File: config.mk
export PLATFORM = sky130hd
export DESIGN_NAME = cv32e40s_mpu
export DESIGN_NICKNAME = d
export VERILOG_FILES = /design/src/rtl/cv32e40s_pkg.sv /design/src/rtl/cv32e40s_pma.sv /design/src/rtl/cv32e40s_mpu.sv
export SDC_FILE = /design/constraint.sdc
export NUM_CORES = 1
export LEC_CHECK = 0
export CORE_ASPECT_RATIO = 1.4
export CORE_UTILIZATION = 18
export DETAILED_ROUTE_END_ITERATION = 7
export GPL_ROUTABILITY_DRIVEN = 1
export GPL_TIMING_DRIVEN = 1
export PLACE_DENSITY = 0.81
export SLEW_MARGIN = 40
export SYNTH_ARGS = -nofsm -noshare
export SYNTH_HDL_FRONTEND = slang
export SYNTH_SLANG_ARGS = --single-unit
File: constraint.sdc
create_clock -name clk -period 1.09 [get_ports clk]
set_input_delay 0.109 -clock clk [delete_from_list [all_inputs] [get_ports clk]]
set_output_delay 0.109 -clock clk [all_outputs]
set_load 0.005 [all_outputs]
File: src/rtl/cv32e40s_pkg.sv
// cv32e40s_pkg
// Shared types for the memory protection unit and its PMA checker.
//   pma_cfg_t     : one PMA region (inclusive byte address range plus attributes)
//   PMA_R_DEFAULT : all-zero region, non-main, no attributes
//   mpu_state_e   : MPU fake-response FSM states
//   pma_region_match() : address-in-region test used by the PMA checker
package cv32e40s_pkg;

  typedef struct packed {
    logic [31:0] addr_low;
    logic [31:0] addr_high;
    logic        main;
    logic        bufferable;
    logic        cacheable;
  } pma_cfg_t;

  localparam pma_cfg_t PMA_R_DEFAULT = '{
    addr_low:   32'h0000_0000,
    addr_high:  32'h0000_0000,
    main:       1'b0,
    bufferable: 1'b0,
    cacheable:  1'b0
  };

  typedef enum logic [1:0] {
    MPU_IDLE     = 2'd0,
    MPU_ERR_WAIT = 2'd1,
    MPU_ERR_RESP = 2'd2
  } mpu_state_e;

  // Both bounds are inclusive, so a region can reach the top of memory.
  function automatic logic pma_region_match(input pma_cfg_t cfg, input logic [31:0] addr);
    return (addr >= cfg.addr_low) && (addr <= cfg.addr_high);
  endfunction

endpackage

File: src/rtl/cv32e40s_pma.sv
// cv32e40s_pma
// Combinational physical memory attribute checker.
//   trans_addr_i          : byte address of the access
//   instr_fetch_access_i  : access is an instruction fetch
//   load_access_i         : access is a data load
//   misaligned_access_i   : access is one half of a split misaligned access
//   pma_err_o             : access is not allowed by the PMA
//   pma_bufferable_o      : store may be buffered
//   pma_cacheable_o       : access may be cached
module cv32e40s_pma import cv32e40s_pkg::*; #(
  parameter int       PMA_NUM_REGIONS = 0,
  parameter pma_cfg_t PMA_CFG[PMA_NUM_REGIONS-1:0] = '{default:PMA_R_DEFAULT}
) (
  input  logic [31:0] trans_addr_i,
  input  logic        instr_fetch_access_i,
  input  logic        load_access_i,
  input  logic        misaligned_access_i,
  output logic        pma_err_o,
  output logic        pma_bufferable_o,
  output logic        pma_cacheable_o
);

  logic region_main;
  logic region_bufferable;
  logic region_cacheable;

  // With no regions configured the whole address space is plain main memory.
  // Otherwise an unmatched address is I/O, and the lowest-indexed matching
  // region wins (the loop runs downwards so lower indices overwrite).
  always_comb begin
    region_main       = 1'b0;
    region_bufferable = 1'b0;
    region_cacheable  = 1'b0;
    if (PMA_NUM_REGIONS == 0) begin
      region_main = 1'b1;
    end else begin
      for (int i = PMA_NUM_REGIONS - 1; i >= 0; i--) begin
        if (pma_region_match(PMA_CFG[i], trans_addr_i)) begin
          region_main       = PMA_CFG[i].main;
          region_bufferable = PMA_CFG[i].bufferable;
          region_cacheable  = PMA_CFG[i].cacheable;
        end
      end
    end
  end

  // Code may only be fetched from main memory, and I/O cannot tolerate the
  // split accesses a misaligned transfer produces.
  assign pma_err_o        = !region_main && (instr_fetch_access_i || misaligned_access_i);
  // Buffering only makes sense for stores.
  assign pma_bufferable_o = region_bufferable && !instr_fetch_access_i && !load_access_i;
  assign pma_cacheable_o  = region_cacheable;

endmodule

File: src/rtl/cv32e40s_mpu.sv
// cv32e40s_mpu
// Memory protection unit between a core transaction source (fetch or LSU)
// and its OBI bus interface. Permitted requests are forwarded with PMA
// attributes; blocked requests are swallowed and answered with a locally
// generated error response once all earlier bus transactions have returned.
//   core_trans_*   : request from the core (valid/ready, addr, we, misaligned)
//   bus_trans_*    : request to the bus (valid/ready, addr, we, bufferable, cacheable)
//   bus_resp_*     : response from the bus (valid, rdata, err)
//   core_resp_*    : response to the core (valid, rdata, err, mpu_err)
module cv32e40s_mpu import cv32e40s_pkg::*; #(
  parameter int       IF_STAGE        = 1,
  parameter int       PMA_NUM_REGIONS = 0,
  parameter pma_cfg_t PMA_CFG[PMA_NUM_REGIONS-1:0] = '{default:PMA_R_DEFAULT},
  parameter int       MAX_OUTSTANDING = 2
) (
  input  logic        clk,
  input  logic        rst_n,

  input  logic        core_trans_valid_i,
  output logic        core_trans_ready_o,
  input  logic [31:0] core_trans_addr_i,
  input  logic        core_trans_we_i,
  input  logic        core_trans_misaligned_i,

  output logic        bus_trans_valid_o,
  input  logic        bus_trans_ready_i,
  output logic [31:0] bus_trans_addr_o,
  output logic        bus_trans_we_o,
  output logic        bus_trans_bufferable_o,
  output logic        bus_trans_cacheable_o,

  input  logic        bus_resp_valid_i,
  input  logic [31:0] bus_resp_rdata_i,
  input  logic        bus_resp_err_i,

  output logic        core_resp_valid_o,
  output logic [31:0] core_resp_rdata_o,
  output logic        core_resp_err_o,
  output logic        core_resp_mpu_err_o
);

  localparam int               CNT_W   = $clog2(MAX_OUTSTANDING + 1);
  localparam logic [CNT_W-1:0] CNT_MAX = CNT_W'(MAX_OUTSTANDING);
  localparam logic             IS_FETCH = (IF_STAGE != 0);

  mpu_state_e       state_q, state_d;
  logic [CNT_W-1:0] cnt_q, cnt_d;

  logic pma_err;
  logic pma_bufferable;
  logic pma_cacheable;
  logic load_access;
  logic cnt_full;
  logic bus_accept;
  logic all_resp_done;

  assign load_access = !IS_FETCH && !core_trans_we_i;

  cv32e40s_pma #(
    .PMA_NUM_REGIONS (PMA_NUM_REGIONS),
    .PMA_CFG         (PMA_CFG)
  ) pma_i (
    .trans_addr_i         (core_trans_addr_i),
    .instr_fetch_access_i (IS_FETCH),
    .load_access_i        (load_access),
    .misaligned_access_i  (core_trans_misaligned_i),
    .pma_err_o            (pma_err),
    .pma_bufferable_o     (pma_bufferable),
    .pma_cacheable_o      (pma_cacheable)
  );

  assign bus_trans_addr_o       = core_trans_addr_i;
  assign bus_trans_we_o         = core_trans_we_i;
  assign bus_trans_bufferable_o = pma_bufferable;
  assign bus_trans_cacheable_o  = pma_cacheable;

  assign cnt_full   = (cnt_q == CNT_MAX);
  assign bus_accept = bus_trans_valid_o && bus_trans_ready_i;

  // True when no bus transaction will be outstanding after this cycle.
  // Only used in states where no new bus request can be accepted, so the
  // accept term does not need to be considered (and no comb loop forms).
  assign all_resp_done = (cnt_q == '0) || ((cnt_q == CNT_W'(1)) && bus_resp_valid_i);

  // Outstanding counter; the guards keep it from wrapping.
  always_comb begin
    cnt_d = cnt_q;
    if (bus_accept && !bus_resp_valid_i && !cnt_full) begin
      cnt_d = cnt_q + CNT_W'(1);
    end else if (!bus_accept && bus_resp_valid_i && (cnt_q != '0)) begin
      cnt_d = cnt_q - CNT_W'(1);
    end
  end

  always_comb begin
    state_d             = state_q;
    core_trans_ready_o  = 1'b0;
    bus_trans_valid_o   = 1'b0;
    core_resp_valid_o   = bus_resp_valid_i;
    core_resp_rdata_o   = bus_resp_rdata_i;
    core_resp_err_o     = bus_resp_err_i;
    core_resp_mpu_err_o = 1'b0;

    case (state_q)
      MPU_IDLE: begin
        bus_trans_valid_o  = core_trans_valid_i && !pma_err && !cnt_full;
        // Blocked requests are taken immediately, even with the counter full.
        core_trans_ready_o = pma_err ? 1'b1 : (bus_trans_ready_i && !cnt_full);
        if (core_trans_valid_i && pma_err) begin
          state_d = all_resp_done ? MPU_ERR_RESP : MPU_ERR_WAIT;
        end
      end
      MPU_ERR_WAIT: begin
        if (all_resp_done) begin
          state_d = MPU_ERR_RESP;
        end
      end
      MPU_ERR_RESP: begin
        core_resp_valid_o   = 1'b1;
        core_resp_rdata_o   = 32'h0;
        core_resp_err_o     = 1'b0;
        core_resp_mpu_err_o = 1'b1;
        state_d             = MPU_IDLE;
      end
      default: begin
        state_d = MPU_IDLE;
      end
    endcase
  end

  always_ff @(posedge clk or negedge rst_n) begin
    if (!rst_n) begin
      state_q <= MPU_IDLE;
      cnt_q   <= '0;
    end else begin
      state_q <= state_d;
      cnt_q   <= cnt_d;
    end
  end

endmodule

==> results of run 1 <==
[logic make-up (layout without fill, tap and decap cells)]
group,count (synthesis),in the layout
buffers and inverters,71,13
other,1,3
flip-flops,2,2
AND/OR/NAND/NOR,9,9
AO/OA/AOI/OAI,4,4
[cell type report]
| type | instances | area share, % |
|---|---|---|
| Clock buffer | 3 | 12.5 |
| Timing Repair Buffer | 9 | 25.9 |
| Multi-Input combinational cell | 16 | 30.0 |
| Tap cell | 40 | 15.2 |
| Sequential cell | 2 | 15.2 |
| Inverter | 1 | 1.14 |
[timing repair]
action,4_1_cts,5_1_grt
endpoints found under the setup margin,3,4
buffers inserted,0,0
gates resized for setup,7,5
endpoints found under the hold margin,0,0
[synth_stat cells]
cell type,instances
a21oi_1,1
a32o_2,1
and2_1,2
buf_4,70
conb_1,1
dfrtp_1,2
inv_1,1
nand2_1,2
nand2b_1,1
nand3_1,2
nor3_1,1
o21ai_1,1
o221ai_1,1
or2_1,1
[power breakdown]
group	switching [mW]	internal [mW]	total, mW
sequential	0.00543	0.0828	0.0882
clock	0.0540	0.233	0.287
combinational	0.0358	0.0574	0.0932
total	0.0952	0.373	0.469
[critical path: cells and delay by family, from the launching register on]
kind / cells / cell delay (ns)
DFF: 1 / 0.36
and+or+nand+nor: 2 / 0.29
buffers and inverters: 1 / 0.10
[final timing paths]
check / startpoint / to / slack [ns] / cells after the start
min in group clk: core_trans_addr_i[0] / bus_trans_addr_o[0] / 0.22 / 0
max in group asynchronous: rst_n / cnt_q[0] / 0.91 / 1
max reg2reg: cnt_q[1] / cnt_q[1] / 0.06 / 4
min: rst_n / cnt_q[1] / 0.06 / 1
min reg2reg: cnt_q[0] / cnt_q[1] / 0.61 / 2
max: cnt_q[0] / bus_trans_valid_o / 0.02 / 3
[per-layer routing]
layer / global-route usage [%] / part of all wire [%] / vias to the layer above
met3: 3.52 / 24 / 68
met2: 3.75 / 25 / 28
met1: 1.35 / 13 / 85
met4: 19.3 / 38 / 0
met5: 0 / 0 / -
li1: - / - / 86
==> run summary, run 1 <==
Status -> complete, no violations
Final cycle utilization of the critical path -> 98.6%
WL per Instance -> 14.0 um
Simple-Gate Fraction of Synth Area -> 7.20%
Initial antenna violation count -> 0
FF+latch count, synth -> 2
Post-synthesis area per instance -> 7.59 sq um
Die height -> 73.7 um
Largest reg by FF count -> cnt_q
Slowest cell on the critical path -> dfrtp_1
Crit path cell chain -> nand2b_4 > and2_4 > buf_6
Number of max-cap violations -> 0
Register Area -> 50.0 sq um
Post-Route WL -> 996 um
Leading cell type in the layout, fill and taps excluded -> clkdlybuf4s50_1
Vias in the first global route -> 279
CP Capture Type -> primary output
Crit path arrival time -> 0.97 ns
Pin count of the biggest net entering global routing -> 7
Setup ws final -> 0.0155 ns
Top-Level Pins -> 144
Number of core rows -> 25
Cell taking the most area after synthesis -> buf_4
Layout area overhead -> -50.2%
Die Span X -> 53.2 um
Area contributors post-synth -> buf_4 80%, dfrtp_1 7.6%, and2_1 1.9%
CP Class -> flip-flop to primary output
Placed cells -> 68
Maximum vdd drop -> 383 uV
Post-Layout Inst Area -> 329 sq um
Most frequent cells in the layout -> 4 x clkdlybuf4s50_1, 3 x conb_1, 3 x clkbuf_8
Multi-input logic area -> 98.8 sq um
RSZ-0062 raised after global routing -> yes
Power density over the cells -> 1420 mW/mm^2
Post-synth cell types -> 14
XOR/XNOR Fraction of Synth Area -> 0%
H-tree Lvls -> 1
Tot Pwr -> 0.469 mW
Fin nets -> 105
Setup_tns -> 0 ns
Fin crit period -> 1.07 ns
Via-to-Cell Ratio -> 3.76
Gr usage total -> 4.99%
Max Slew Vio Count -> 0
CTS clk-pin slew, worst paths -> 0.03 ns
Mapped Area -> 661 sq um
Initial core utilization -> 19.2%
Synth top area share -> 79.5%
Setup-failing EPs final -> 0
Synth Instances -> 87
DP Area -> 278 sq um
First-pass GRT wire length -> 1.26 mm
Final Hold Fails -> 0
Clock latency on the worst-skew pair -> 0.21 ns
Fill cells -> 404
DRT antenna net count -> 0
DRC -> 0
Hold buffer count at CTS -> 0
WHS -> 0.0630 ns
CTS sink cnt -> 2
CTS tree -> done
Final Instance Count excl. Fillers -> 71
Vias -> 267
Post-Synth Adder-Cell Area -> 0%
Complex-gate fraction of the synthesized area -> 4.55%
Largest family of logic cells by synthesized area -> buffers and inverters
Largest register FFs -> 2
Max Buffers Root-to-Sink -> 2
Top flop regs -> cnt_q x2
Startpoint Class -> flip-flop
Max Clk Rate -> 931 MHz
Post-DP HPWL -> 729 um
Synthesis Warnings -> 0
Initial detailed-routing violation count -> 9
Leakage power figure -> 0.138 nW
Layout cells sized above 1 -> 32.3%
Total gr overflow -> 0
Port Buffers -> 7
Diodes inserted -> 0
Util after Layout -> 9.56%
DP Worst Slack -> -0.254 ns
CP Data Required Time -> 0.98 ns
Num CTS Buffers -> 3
CP max FO -> 3
CTS root buffer -> clkbuf_8
Drt pass-1 iters -> 2
Core area -> 0.00344 sq mm
HP Class -> input port to async pin
GP Congestion -> 0.418
Slowest cell delay on critical path -> 0.36 ns
Die footprint -> 0.00392 sq mm
Clock Skew -> 0.00158 ns
Register area share after synthesis -> 7.58%
Mux cell area share after synthesis -> 0%
No activity file was read; power rests on OpenSTA's default activity.
==> run 2, diff against run 1 <==
- ABC_AREA: not set -> 1
- PLACE_DENSITY: 0.81 -> 0.79
==> run summary, run 2 <==
Leading cell type in the layout, fill and taps excluded -> buf_4
Synth Instances -> 94 (+8.0%)
Mapped Area -> 684 sq um (+3.6%)
CP max FO -> 2 (-1)
Number of synthesized flops with an enable pin -> 0 (unchanged)
CP Class -> flip-flop to primary output
Fin nets -> 117 (+11%)
Top flop regs -> cnt_q x2
Met2 Usage GRT -> 7.00% (+3.2 points)
R2R Setup Slk -> 0.05 ns (about the same)
Most frequent cell after synthesis -> buf_4
Fin crit period -> 1.05 ns (-0.0289 ns)
DP Area -> 334 sq um (+20%)
CTS clk-pin slew, worst paths -> 0.03 ns (about the same)
Synthesis Warnings -> 0 (unchanged)
Worst path top cell family by delay -> flip-flops
Post-synthesis area per instance -> 7.28 sq um (-4.1%)
Max Slew Vio Count -> 0 (unchanged)
Number of core rows -> 26 (+4.0%)
Maximum vdd drop -> 552 uV (+44%)
Post-synth cell types -> 13 (-1)
Num CTS Buffers -> 3 (unchanged)
GR Layer Usage met3 -> 15.6% (+12 points)
Setup-failing EPs final -> 0 (unchanged)
Tot Pwr -> 0.584 mW (+25%)
Area contributors post-synth -> buf_4 77%, dfrtp_1 7.3%, nand2_1 3.3%
Post-Layout Inst Area -> 394 sq um (+20%)
Slowest cell delay on critical path -> 0.38 ns (+0.02 ns)
Final Instance Count excl. Fillers -> 85 (+20%)
Util after Layout -> 10.8% (+1.3 points)
First-pass GRT wire length -> 1.91 mm (+51%)
Initial core utilization -> 18.8% (-0.42 points)
Port Buffers -> 7 (unchanged)
Worst-case reg-to-reg path depth -> 7 (+3)
Drt pass-1 iters -> 2 (unchanged)
Post-Route WL -> 1.64 mm (+64%)
Post-DP HPWL -> 1.41 mm (+93%)
FFs w/ async S/R, synth -> 100% (unchanged)
Die Span X -> 54.1 um (+1.7%)
Gr usage total -> 7.92% (+2.9 points)
Diodes inserted -> 0 (unchanged)
Final Hold Fails -> 0 (unchanged)
Clock latency on the worst-skew pair -> 0.21 ns (about the same)
Crit path arrival time -> 0.94 ns (-0.03 ns)
Initial antenna violation count -> 0 (unchanged)
CP dominant cell by count -> inv_2
Via-to-Cell Ratio -> 3.65 (-3.0%)
Met1 Use GR -> 1.09% (-0.26 points)
Vias in the first global route -> 305 (+9.3%)
Critical R2R Launch -> cnt_q[0]
Top cells by count, synth -> 70 x buf_4, 6 x nand2_1, 4 x inv_1
DRC -> 0 (unchanged)
Fill cells -> 430 (+6.4%)
H-tree Lvls -> 1 (unchanged)
FF+latch count, synth -> 2 (unchanged)
CP Data Required Time -> 0.98 ns (about the same)
Register area share after synthesis -> 7.31% (-0.26 points)
Pin count of the biggest net entering global routing -> 5 (-2)
Die height -> 75.0 um (+1.7%)
Die footprint -> 0.00406 sq mm (+3.5%)
HP Class -> input port to async pin
Slowest cell on the critical path -> dfrtp_1
Initial detailed-routing violation count -> 3 (-6)
CTS sink cnt -> 2 (unchanged)
Reg-to-reg endpoint -> cnt_q[0]
Synth top area share -> 76.8% (-2.8 points)
Clock Skew -> 0.000466 ns (-0.00112 ns)
CTS root buffer -> clkbuf_8
Vias -> 310 (+16%)
Layout area overhead -> -42.4%
Startpoint Class -> flip-flop
GRT busiest layer -> met4
CTS tree -> done
Final cycle utilization of the critical path -> 95.9% (-2.7 points)
DRT antenna net count -> 0 (unchanged)
Largest reg by FF count -> cnt_q
Max Buffers Root-to-Sink -> 2 (unchanged)
Layout cells sized above 1 -> 46.5% (+14 points)
GP Congestion -> 0.627 (+50%)
Placed cells -> 81 (+19%)
Leakage power figure -> 0.183 nW (+33%)
Cell taking the most area after synthesis -> buf_4
Status -> complete, no violations
RSZ-0062 raised after global routing -> yes
Total gr overflow -> 0 (unchanged)
Largest register FFs -> 2 (unchanged)
Power density over the cells -> 1480 mW/mm^2 (+4.0%)
WL per Instance -> 19.3 um (+37%)
CP Capture Type -> primary output
Max Clk Rate -> 956 MHz (+2.8%)
Crit path cell chain -> inv_2 > nand2_2 > inv_2 > nor2_2 > buf_2
Top-Level Pins -> 144 (unchanged)
Most frequent cells in the layout -> 6 x buf_4, 5 x nand2_1, 4 x inv_1, 4 x clkdlybuf4s50_1
Core area -> 0.00364 sq mm (+5.9%)
Buffer and inverter count on the worst path -> 3 (+2)
Top FF cell, synth -> dfrtp_1
Number of max-cap violations -> 0 (unchanged)
## run 2: changes by cell type after synthesis, sizes merged, moves of 2 or more
cell   before  now
and2        2    0
inv         1    6
nand2       2    7
nand4       0    2
## run 2: logic make-up after synthesis
kind of cell	count (synthesis)	synth area share (%)
buffers and inverters	76	80.1
AND/OR/NAND/NOR	13	9.69
AO/OA/AOI/OAI	2	2.38
flip-flops	2	7.31
other	1	0.548
## run 2: how the worst max path moves through the flow
stage | end | depth (start not counted) | slack, ns | start
3_5_place_dp | core_trans_ready_o | 4 | -0.28 | bus_trans_ready_i
2_1_floorplan | cnt_q[0] | 6 | 0.16 | cnt_q[0]
6_report | bus_trans_valid_o | 5 | 0.04 | cnt_q[0]
4_1_cts | cnt_q[0] | 7 | -0.007 | cnt_q[0]
5_1_grt | cnt_q[1] | 7 | -0.04 | cnt_q[1]
3_3_place_gp | core_trans_ready_o | 4 | -0.27 | bus_trans_ready_i
## run 2: area by class of cell
type,count,area [sq um],share of cell area [%]
multi-input cells,18,113,28.6
well taps,42,52.6,13.3
inverters,6,22.5,5.71
flip-flops and latches,2,50.0,12.7
clock buffers,3,41.3,10.5
repair buffers,14,115,29.2
## run 2: per-layer routing
metal  wire, um  up-vias  part of all wire (%)
met5          0        -                     0
met3        709       44                    43
met1        160      115                   9.8
met2        480       41                    29
li1           -      110                     -
met4        287        0                    18
## run 2: repair_timing
| item | CTS | global route |
|---|---|---|
| hold buffers | 0 | 0 |
| pin swaps | 2 | 3 |
| resized for setup | 8 | 5 |
| setup buffers | 0 | 1 |
| setup endpoints to repair | 3 | 3 |
## run 2: per-stage QoR
step / setup WS, ns / TNS, ns / hold WS [ns]
finish: 0.0444 / 0 / 0.0667
global route: -0.0363 / -0.0758 / 0.0682
CTS: -0.00694 / -0.00694 / 0.0642
detailed placement: -0.278 / -0.844 / 0.218
global placement: -0.268 / -0.812 / 0.218
floorplan: 0.164 / 0 / -0.187
## run 2: power by group
| group | total (mW) | internal [mW] | switching, mW |
|---|---|---|---|
| clock | 0.294 | 0.234 | 0.0601 |
| combinational | 0.182 | 0.100 | 0.0824 |
| sequential | 0.108 | 0.0916 | 0.0161 |
